File: config.mk
export PLATFORM = sky130hd
export DESIGN_NAME = ip_packet_tx
export DESIGN_NICKNAME = d
export VERILOG_FILES = /design/src/rtl/ip_packet_tx.sv
export SDC_FILE = /design/constraint.sdc
export NUM_CORES = 1
export LEC_CHECK = 0
export BUFFER_PORTS_ARGS = -buffer_cell sky130_fd_sc_hd__buf_4
export CAP_MARGIN = 10
export CORE_MARGIN = 4
export CORE_UTILIZATION = 26
export DETAILED_ROUTE_END_ITERATION = 7
export GPL_TIMING_DRIVEN = 0
export MAX_ROUTING_LAYER = met4
export PLACE_DENSITY = 0.52
export SYNTH_ARGS = -nofsm -noshare
export SYNTH_HDL_FRONTEND = slang
export SYNTH_SLANG_ARGS = --single-unit
export TNS_END_PERCENT = 100
File: constraint.sdc
create_clock -name ACLK -period 16.21 [get_ports ACLK]
set_input_delay 0.8105 -clock ACLK [delete_from_list [all_inputs] [get_ports ACLK]]
set_output_delay 0.8105 -clock ACLK [all_outputs]
set_load 0.005 [all_outputs]
File: src/rtl/ip_packet_tx.sv
// Serialises one 36-byte Ethernet II / IPv4 frame that carries a 10-bit accelerator message.
// Addresses and the message are captured when the frame is accepted, and every output is registered.
module ip_packet_tx #(
  parameter logic [7:0] IP_TTL      = 8'h80,
  parameter logic [7:0] IP_PROTOCOL = 8'h04
) (
  input  logic        ACLK,
  input  logic        ARESET,
  input  logic [31:0] ACCELERATOR_IP_ADDRESS,
  input  logic [47:0] ACCELERATOR_MAC_ADDRESS,
  input  logic [31:0] RECIPIENT_IP_ADDRESS,
  input  logic [47:0] RECIPIENT_MAC_ADDRESS,
  input  logic [9:0]  RECIPIENT_MESSAGE,
  input  logic        START_IP_TXN,
  output logic        READY_FOR_SEND,
  output logic [7:0]  MAC_DATA_OUT,
  input  logic        MAC_DATA_READY,
  output logic        MAC_DATA_VALID,
  output logic        MAC_DATA_LAST,
  output logic        MAC_DATA_FIRST
);

  localparam logic [5:0] LAST_IDX = 6'd35;

  typedef enum logic {IDLE, SEND} state_t;

  state_t      state;
  logic [5:0]  idx;
  logic [31:0] src_ip_q, dst_ip_q;
  logic [47:0] src_mac_q, dst_mac_q;
  logic [9:0]  msg_q;

  logic [31:0]  sum, fold1, fold2;
  logic [15:0]  csum;
  logic [287:0] frame;
  logic [5:0]   rev_idx;
  logic [7:0]   byte_sel;

  // The checksum word itself is left out of the sum; the other nine header words are fixed or captured.
  always_comb begin
    sum   = 32'h4500 + 32'h0016 + 32'h0000 + 32'h0000 + {16'h0, IP_TTL, IP_PROTOCOL}
          + {16'h0, src_ip_q[31:16]} + {16'h0, src_ip_q[15:0]}
          + {16'h0, dst_ip_q[31:16]} + {16'h0, dst_ip_q[15:0]};
    fold1 = {16'h0, sum[15:0]} + {16'h0, sum[31:16]};
    fold2 = {16'h0, fold1[15:0]} + {16'h0, fold1[31:16]};
    csum  = ~fold2[15:0];
  end

  // The whole frame is one packed vector with byte 0 in the MSBs.
  always_comb begin
    frame    = {dst_mac_q, src_mac_q, 16'h0800,
                8'h45, 8'h00, 16'h0016, 16'h0000, 16'h0000,
                IP_TTL, IP_PROTOCOL, csum, src_ip_q, dst_ip_q,
                6'b0, msg_q};
    rev_idx  = LAST_IDX - idx;
    byte_sel = frame[{rev_idx, 3'b000} +: 8];
  end

  always_ff @(posedge ACLK or negedge ARESET) begin
    if (!ARESET) begin
      state          <= IDLE;
      idx            <= '0;
      READY_FOR_SEND <= 1'b1;
      MAC_DATA_OUT   <= '0;
      MAC_DATA_VALID <= 1'b0;
      MAC_DATA_FIRST <= 1'b0;
      MAC_DATA_LAST  <= 1'b0;
      src_ip_q       <= '0;
      dst_ip_q       <= '0;
      src_mac_q      <= '0;
      dst_mac_q      <= '0;
      msg_q          <= '0;
    end else begin
      case (state)
        IDLE: begin
          MAC_DATA_OUT   <= '0;
          MAC_DATA_VALID <= 1'b0;
          MAC_DATA_FIRST <= 1'b0;
          MAC_DATA_LAST  <= 1'b0;
          READY_FOR_SEND <= 1'b1;
          idx            <= '0;
          if (START_IP_TXN) begin
            src_ip_q       <= ACCELERATOR_IP_ADDRESS;
            src_mac_q      <= ACCELERATOR_MAC_ADDRESS;
            dst_ip_q       <= RECIPIENT_IP_ADDRESS;
            dst_mac_q      <= RECIPIENT_MAC_ADDRESS;
            msg_q          <= RECIPIENT_MESSAGE;
            READY_FOR_SEND <= 1'b0;
            state          <= SEND;
          end
        end
        SEND: begin
          READY_FOR_SEND <= 1'b0;
          if (MAC_DATA_READY) begin
            MAC_DATA_OUT   <= byte_sel;
            MAC_DATA_VALID <= 1'b1;
            MAC_DATA_FIRST <= (idx == '0);
            MAC_DATA_LAST  <= (idx == LAST_IDX);
            if (idx == LAST_IDX) begin
              idx   <= '0;
              state <= IDLE;
            end else begin
              idx <= idx + 6'd1;
            end
          end else begin
            // A stall leaves a bubble on the output and keeps the index where it is.
            MAC_DATA_OUT   <= '0;
            MAC_DATA_VALID <= 1'b0;
            MAC_DATA_FIRST <= 1'b0;
            MAC_DATA_LAST  <= 1'b0;
          end
        end
        default: state <= IDLE;
      endcase
    end
  end

endmodule

==> results of run 1 <==
## metal layers
metal / vias up / part of all wire
li1: 3950 / -
met2: 280 / 0.46
met1: 4356 / 0.45
met3: 49 / 0.061
met4: 0 / 0.024
met5: - / 0
## per-stage QoR
step	power (mW)	hold WS (ns)	cells	instance area, µm²	util
5_1_grt	3.06	0.396	1807	14100	0.328
2_1_floorplan	1.89	0.475	1003	11300	-
4_1_cts	2.84	0.378	1805	14100	0.327
6_report	2.84	0.351	1807	14100	0.328
3_3_place_gp	2.39	0.483	1772	13500	0.313
3_5_place_dp	2.40	0.491	1773	13500	0.313
## cell families after synthesis
logic type / Yosys count / synth area share
AND/OR/NAND/NOR: 196 / 0.0825
adder cells (fa/ha/maj): 76 / 0.106
AO/OA/AOI/OAI: 176 / 0.103
multiplexers: 177 / 0.210
XOR/XNOR: 38 / 0.0307
buffers and inverters: 151 / 0.0516
flip-flops: 189 / 0.417
## cell type report
| type | instances | area, µm² |
|---|---|---|
| Clock buffer | 19 | 453 |
| Fill cell | 4395 | 29000 |
| Clock inverter | 13 | 146 |
| Timing Repair Buffer | 186 | 1440 |
| Sequential cell | 189 | 4730 |
| Tap cell | 585 | 732 |
| Multi-Input combinational cell | 663 | 6030 |
| Antenna cell | 1 | 2.50 |
| Inverter | 102 | 383 |
| Buffer | 49 | 203 |
## registers in the layout (all words and copies together), names as in the netlist
name            flops
MAC_DATA_FIRST      1
MAC_DATA_LAST       1
MAC_DATA_OUT        8
MAC_DATA_VALID      1
READY_FOR_SEND      1
dst_ip_q           32
dst_mac_q          48
idx                 6
msg_q              10
src_ip_q           32
src_mac_q          48
state               1
## where the power goes
part / internal [mW] / leakage, nW / switching (mW)
clock: 0.215 / 0.288 / 0.210
sequential: 0.534 / 2.32 / 0.0401
combinational: 0.726 / 3.67 / 1.12
## synthesized netlist by cell type, types with 7 or more instances
| library cell | instances |
|---|---|
| fa_1 | 33 |
| clkbuf_1 | 38 |
| inv_1 | 99 |
| mux2_2 | 126 |
| nand3_1 | 22 |
| xnor2_1 | 24 |
| nor3_1 | 20 |
| buf_1 | 8 |
| dfrtp_1 | 188 |
| xor2_1 | 12 |
| o21ai_0 | 62 |
| o211ai_1 | 7 |
| mux2i_1 | 15 |
| ha_1 | 43 |
| a21oi_1 | 35 |
| nor2b_1 | 9 |
| mux4_2 | 36 |
| nor2_1 | 28 |
| nand2_1 | 86 |
## worst min path at each step
| stage | end | startpoint | slack, ns |
|---|---|---|---|
| CTS | dst_mac_q[9] | ARESET | 0.38 |
| floorplan | dst_mac_q[24] | dst_mac_q[24] | 0.48 |
| global placement | src_mac_q[47] | src_mac_q[47] | 0.48 |
| global route | dst_mac_q[9] | ARESET | 0.40 |
| finish | dst_mac_q[9] | ARESET | 0.35 |
| detailed placement | src_mac_q[33] | src_mac_q[33] | 0.49 |
==> results.sh, run 1 <==
export IMPL_dpl_worst_slack_ns=7.89
export IMPL_ys_types=81
export IMPL_rsz0062_at_grt="no"
export IMPL_cp_start_kind="flop"
export IMPL_cap_violations=0
export IMPL_slowest_delay_ns=0.53
export IMPL_cp_slowest_cell="or4_4"
export IMPL_antenna_found_initial=1
export IMPL_endpoint="MAC_DATA_OUT[0]"
export IMPL_clk_latency_ns=0.45
export IMPL_syn_inst=1003
export IMPL_die_h_um=217
export IMPL_period_needed_ns=8.51
export IMPL_clock_root_buffer="clkbuf_16"
export IMPL_slew_headroom=0.196
export IMPL_powerDensity_nw_per_um2=201
export IMPL_vias_per_cell=4.78
export IMPL_status="complete, no violations"
export IMPL_ff2ff_path_depth=33
export IMPL_clockBufferDepth=2
export IMPL_start_util=0.263
export IMPL_finClkSkew_ns=0.0132
export IMPL_cts_tree="done"
export IMPL_drc=0
export IMPL_core_um2=43100
export IMPL_clkTransAtPathRegs_ns=0.08
export IMPL_grt_use_total=0.170
export IMPL_synth_area_leaders="dfrtp_1 41%, mux2_2 13%, mux4_2 7.1%, fa_1 5.8%, ha_1 4.7%"
export IMPL_die_area_um2=47100
export IMPL_cts_repair_resized=0
export IMPL_syn_area_um2=11300
export IMPL_crit_path_end_kind="flop"
export IMPL_globalplace_congestion=0.902
export IMPL_crit_fanout=6
export IMPL_worstMarginPinSlew_ns=1.21
export IMPL_critPathArrivalTime_ns=8.80
export IMPL_setup_worst_path_class="reg2reg"
export IMPL_ir_worst_vdd_mv=0.104
export IMPL_post_cts_buffers=0
export IMPL_crit_top_cell="fa_1"
export IMPL_grt_overflow_total=0
export IMPL_met3_usage=0.0413
export IMPL_async_reset_ff_frac=1.00
export IMPL_rows=76
export IMPL_rr_startpoint="src_ip_q[0]"
export IMPL_synth_top_area_frac=0.415
export IMPL_drt_total_wl_um=38500
export IMPL_dr_pass1_iters=5
export IMPL_layout_commonest_cell="dfrtp_1"
export IMPL_cts_hold_buf=0
export IMPL_ys_warn_count=0
export IMPL_grt_busiest_layer="met2"
export IMPL_grt_max_degree=107
export IMPL_p_leak_nw=6.28
export IMPL_gr_usage_met2=0.261
export IMPL_synth_yosys_seq_area_share=0.417
export IMPL_die_x_um=217
export IMPL_io_buffers=184
export IMPL_hold_path_class="in2async"
export IMPL_syn_area_per_cell_um2=11.3
export IMPL_detail_route_antenna_nets=0
export IMPL_fin_crit_sh=0.525
export IMPL_grt_pass1_wl_um=57800
export IMPL_drive_gt1_frac=0.328
export IMPL_drt_iter0_drc=605
export IMPL_synth_flop_cell="dfrtp_1"
export IMPL_required_ns=16.50
export IMPL_fmax_mhz=117
export IMPL_syn2layout_area_growth_pct=24.5
export IMPL_setup_ws_ns=7.70
export IMPL_r2r_end="MAC_DATA_OUT[0]"
export IMPL_setup_viol=0
export IMPL_wl_per_cell_um=21.3
export IMPL_ios=186
export IMPL_finalMaxSlewViolations=0
export IMPL_htree_levels=4
export IMPL_vias=8635
export IMPL_path_delay_family="adder cells"
export IMPL_cp_startpoint="src_ip_q[0]"
export IMPL_grt_pass1_vias=9080
export IMPL_synth_edf_count=0
export IMPL_cts_buffers=17
export IMPL_nets=1458
export IMPL_reg2reg_setup_slack_ns=7.70
export IMPL_setup_tns_final_ns=0
export IMPL_hpwl_um=30500
export IMPL_cp_depth=33
export IMPL_synth_seq_cells=189
export IMPL_path_buf_inv=3
export IMPL_layout_common_cells="188 x dfrtp_1, 183 x buf_4, 126 x mux2_2"
export IMPL_hold_viol_final=0
export IMPL_synth_largest_area_cell="dfrtp_1"
export IMPL_grt_use_met1=0.226
export IMPL_synth_fp_nets=1253
export IMPL_cts_sinks=189
Note: power is estimated with default switching activity, not from simulation.
==> run 2, diff against run 1 <==
PLACE_DENSITY = 0.53   (was 0.52)
clock period = 7.5 ns   (was 16.21 ns; I/O delays follow)
==> results.sh, run 2 (synthesized netlist as in run 1, its figures left out) <==
export IMPL_drc=0
export IMPL_syn2layout_area_growth_pct=29.4
export IMPL_powerDensity_nw_per_um2=463
export IMPL_clockPowerShare=0.134
export IMPL_worstMarginPinSlew_ns=1.18
export IMPL_detail_route_antenna_nets=0
export IMPL_path_delay_family="adder cells"
export IMPL_hold_path_class="in2reg"
export IMPL_cap_violations=0
export IMPL_drive_gt1_frac=0.402
export IMPL_rsz0062_at_grt="yes"
export IMPL_grt_pass1_vias=9217
export IMPL_crit_path_end_kind="flop"
export IMPL_start_util=0.263
export IMPL_ir_worst_vdd_mv=0.312
export IMPL_drt_total_wl_um=38800
export IMPL_htree_levels=4
export IMPL_regArea_um2=4730
export IMPL_finClkSkew_ns=0.0132
export IMPL_path_buf_inv=4
export IMPL_fin_total_pwr_mw=6.80
export IMPL_rows=76
export IMPL_p_seq_frac=0.183
export IMPL_wl_per_cell_um=21.2
export IMPL_hpwl_um=30200
export IMPL_status="complete, no violations"
export IMPL_dr_pass1_iters=5
export IMPL_period_needed_ns=7.32
export IMPL_ios=186
export IMPL_globalplace_congestion=0.933
export IMPL_grt_pass1_wl_um=58300
export IMPL_fmax_mhz=137
export IMPL_p_leak_nw=6.40
export IMPL_required_ns=7.81
export IMPL_multi_input_area_um2=6430
export IMPL_fill_cells=4303
export IMPL_p_switching_mw=3.25
export IMPL_intPower_mw=3.55
export IMPL_cp_slowest_cell="fa_2"
export IMPL_hold_viol_final=0
export IMPL_setup_viol=0
export IMPL_nets=1484
export IMPL_crit_fanout=3
export IMPL_p_sw_frac=0.478
export IMPL_antenna_found_initial=1
export IMPL_clockBufferDepth=2
export IMPL_die_area_um2=47100
export IMPL_cp_start_kind="flop"
export IMPL_vias_per_cell=4.86
export IMPL_drt_iter0_drc=658
export IMPL_slowest_delay_ns=0.55
export IMPL_cts_tree="done"
export IMPL_vias=8900
export IMPL_fin_crit_sh=0.976
export IMPL_fin_cells=1833
export IMPL_dp_cells=1773
export IMPL_finalMaxSlewViolations=0
export IMPL_clk_latency_ns=0.45
export IMPL_io_buffers=184
export IMPL_clock_root_buffer="clkbuf_16"
export IMPL_grt_use_total=0.169
export IMPL_largest_registers="dst_mac_q: 48 flops, src_mac_q: 48 flops"
export IMPL_setup_worst_path_class="reg2reg"
export IMPL_layout_common_cells="211 x buf_4, 187 x dfrtp_1, 126 x mux2_2"
export IMPL_core_um2=43100
export IMPL_clkTransAtPathRegs_ns=0.08
export IMPL_slew_headroom=0.212
export IMPL_cts_sinks=189
export IMPL_die_x_um=217
export IMPL_layout_commonest_cell="buf_4"
export IMPL_critPathArrivalTime_ns=7.63
export IMPL_grt_max_degree=116
export IMPL_grt_overflow_total=0
export IMPL_die_h_um=217
export IMPL_cts_buffers=17
export IMPL_p_comb_frac=0.684
## run 2: metal layers
layer / track usage / part of all wire / wire [µm] / vias to the layer above
met2: 0.271 / 0.48 / 18700 / 294
li1: - / - / - / 4007
met3: 0.0339 / 0.053 / 2050 / 35
met1: 0.225 / 0.45 / 17500 / 4564
met4: 0.0363 / 0.015 / 584 / 0
met5: - / 0 / 0 / -
## run 2: power by group through the flow
stage               Combinational [mW]  Sequential (mW)  Clock, mW
global placement                  3.91             1.26          0
floorplan                         2.85             1.23          0
finish                            4.65             1.24      0.909
detailed placement                3.90             1.26          0
CTS                               4.30             1.24      0.936
global route                      5.00             1.26      0.971
## run 2: cell type report
type,count,share of cell area
clock buffer,20,0.0311
clock inverter,12,0.00843
tap,585,0.0498
inverter,102,0.0261
antenna,1,0.000170
multi-input combinational,663,0.438
buffer,47,0.0128
sequential,189,0.322
timing repair buffer,214,0.112
## run 2: final timing paths
path	startpoint	endpoint	slack, ns	depth (start not counted)
setup / recovery	src_ip_q[9]	MAC_DATA_OUT[0]	0.18	33
min in group asynchronous	ARESET	dst_ip_q[28]	0.50	2
hold / removal	START_IP_TXN	READY_FOR_SEND	0.04	2
setup reg to reg	src_ip_q[9]	MAC_DATA_OUT[0]	0.18	33
hold reg to reg	src_mac_q[35]	src_mac_q[35]	0.50	1
max in group asynchronous	ARESET	dst_mac_q[11]	5.97	3
## run 2: through the flow
step	setup TNS [ns]	instance area (µm²)	hold slack, ns	setup slack (ns)	utilization
floorplan	0	11300	0.0794	0.228	-
global placement	-4.47	13500	0.485	-0.856	0.313
detailed placement	-4.52	13500	0.403	-0.853	0.313
CTS	-0.0610	14400	0.0189	-0.0610	0.335
global route	-0.148	14700	0.0188	-0.0749	0.341
finish	0	14700	0.0419	0.181	0.341
## run 2: timing repair
item / 4_1_cts / 5_1_grt
hold buffers: 1 / 0
pin swaps: 34 / 37
gates resized for setup: 46 / 45
buffers inserted: 16 / 11
hold endpoints to repair: 74 / 0
setup endpoints to repair: 8 / 8
==> run 3, diff against run 2 <==
CORE_MARGIN = 2   (was 4)
==> results.sh, run 3 (synthesized netlist as in run 1, its figures left out) <==
export IMPL_rows=76
export IMPL_setup_viol=0
export IMPL_dr_pass1_iters=5
export IMPL_wl_per_cell_um=21.0
export IMPL_drc=0
export IMPL_io_buffers=184
export IMPL_critPathArrivalTime_ns=7.67
export IMPL_grt_use_total=0.179
export IMPL_globalplace_congestion=0.901
export IMPL_fin_cells=1833
export IMPL_setup_tns_final_ns=0
export IMPL_fmax_mhz=136
export IMPL_drt_iter0_drc=523
export IMPL_cts_sinks=189
export IMPL_post_route_cell_area_um2=14700
export IMPL_period_needed_ns=7.37
export IMPL_crit_fanout=7
export IMPL_finClkSkew_ns=0.0173
export IMPL_clk_latency_ns=0.45
export IMPL_powerDensity_nw_per_um2=456
export IMPL_core_um2=43100
export IMPL_crit_path_end_kind="flop"
export IMPL_clkTransAtPathRegs_ns=0.08
export IMPL_layout_common_cells="208 x buf_4, 187 x dfrtp_1, 126 x mux2_2"
export IMPL_fin_crit_sh=0.983
export IMPL_reg2reg_setup_slack_ns=0.13
export IMPL_detail_route_antenna_nets=0
export IMPL_grt_pass1_vias=9417
export IMPL_diodes=0
export IMPL_die_x_um=213
export IMPL_dpl_worst_slack_ns=-0.864
export IMPL_largest_registers="dst_mac_q: 48 flops, src_mac_q: 48 flops"
export IMPL_p_leak_nw=6.43
export IMPL_ir_worst_vdd_mv=0.274
export IMPL_die_area_um2=45300
export IMPL_grt_pass1_wl_um=57600
export IMPL_setup_ws_ns=0.129
export IMPL_htree_levels=4
export IMPL_hold_path_class="in2reg"
export IMPL_worstMarginPinSlew_ns=1.23
export IMPL_rsz0062_at_grt="yes"
export IMPL_syn2layout_area_growth_pct=29.5
export IMPL_layout_commonest_cell="buf_4"
export IMPL_hpwl_um=29900
export IMPL_slowest_delay_ns=0.54
export IMPL_ios=186
export IMPL_grt_max_degree=98
export IMPL_hold_viol_final=0
export IMPL_clockBufferDepth=2
export IMPL_drive_gt1_frac=0.393
export IMPL_start_util=0.263
export IMPL_vias_per_cell=4.75
export IMPL_nets=1485
export IMPL_vias=8707
export IMPL_cp_slowest_cell="fa_1"
export IMPL_cp_start_kind="flop"
export IMPL_dp_cells=1773
export IMPL_die_h_um=213
export IMPL_antenna_found_initial=0
export IMPL_status="complete, no violations"
export IMPL_grt_overflow_total=0
export IMPL_cts_tree="done"
export IMPL_drt_total_wl_um=38500
export IMPL_cap_violations=0
export IMPL_dpl_instance_area_um2=13500
export IMPL_clock_root_buffer="clkbuf_16"
export IMPL_crit_top_cell="ha_4"
export IMPL_required_ns=7.80
export IMPL_finalMaxSlewViolations=0
export IMPL_cts_buffers=17
export IMPL_slew_headroom=0.180
export IMPL_setup_worst_path_class="reg2reg"
run 3: cell count changes in the layout (fill, tap and decap cells not counted), moves of 4 or more:
cell,delta
fa_1,+6
fa_2,-6
ha_1,+4
inv_1,+4
inv_2,-4
run 3: metrics by stage:
| stage | power, mW | utilization | hold WS (ns) |
|---|---|---|---|
| global route | 7.15 | 0.341 | 0.0362 |
| floorplan | 4.08 | - | 0.0794 |
| finish | 6.70 | 0.341 | 0.0528 |
| global placement | 5.11 | 0.313 | 0.485 |
| detailed placement | 5.14 | 0.313 | 0.468 |
| CTS | 6.41 | 0.335 | 0.0303 |
run 3: where the power goes:
group | internal (mW) | switching [mW]
clock | 0.443 | 0.450
sequential | 1.15 | 0.0923
combinational | 1.89 | 2.67
total | 3.48 | 3.21
run 3: path summary, 6_finish.rpt:
path / startpoint / end / cells after the start
hold reg to reg: src_mac_q[43] / src_mac_q[43] / 1
min in group asynchronous: ARESET / dst_ip_q[22] / 2
hold / removal: START_IP_TXN / READY_FOR_SEND / 2
setup / recovery: src_ip_q[6] / MAC_DATA_OUT[0] / 32
setup reg to reg: src_ip_q[6] / MAC_DATA_OUT[0] / 32
max in group asynchronous: ARESET / src_mac_q[35] / 3
run 3: area by class of cell:
| class | count | area [µm²] |
|---|---|---|
| timing repair buffer | 214 | 1660 |
| multi-input combinational | 663 | 6420 |
| clock buffer | 19 | 433 |
| tap | 585 | 732 |
| buffer | 48 | 199 |
| fill | 4339 | 28400 |
| inverter | 102 | 383 |
| clock inverter | 13 | 134 |
| sequential | 189 | 4730 |
run 3: timing repair:
| action | in CTS | in global routing |
|---|---|---|
| buffers inserted | 20 | 8 |
| setup endpoints to repair | 8 | 8 |
| endpoints found under the hold margin | 72 | 0 |
| hold buffers | 1 | 0 |
| gates resized for setup | 50 | 29 |
| pin swaps | 40 | 35 |
run 3: critical path, delay by kind of cell, from the launching register on:
kind | cells | cell delay, ns
fa+ha+maj | 7 | 2.18
simple gates | 9 | 1.82
compound gates | 9 | 1.63
mux | 2 | 0.70
flops | 1 | 0.36
buf+inv | 3 | 0.27
xor+xnor | 2 | 0.25
run 3: metal layers:
metal | GRT usage | vias to the layer above | wire (µm)
met1 | 0.230 | 4409 | 17500
met4 | 0.0755 | 0 | 1400
met3 | 0.0352 | 60 | 1790
li1 | - | 4017 | -
met2 | 0.277 | 221 | 17800
met5 | - | - | 0
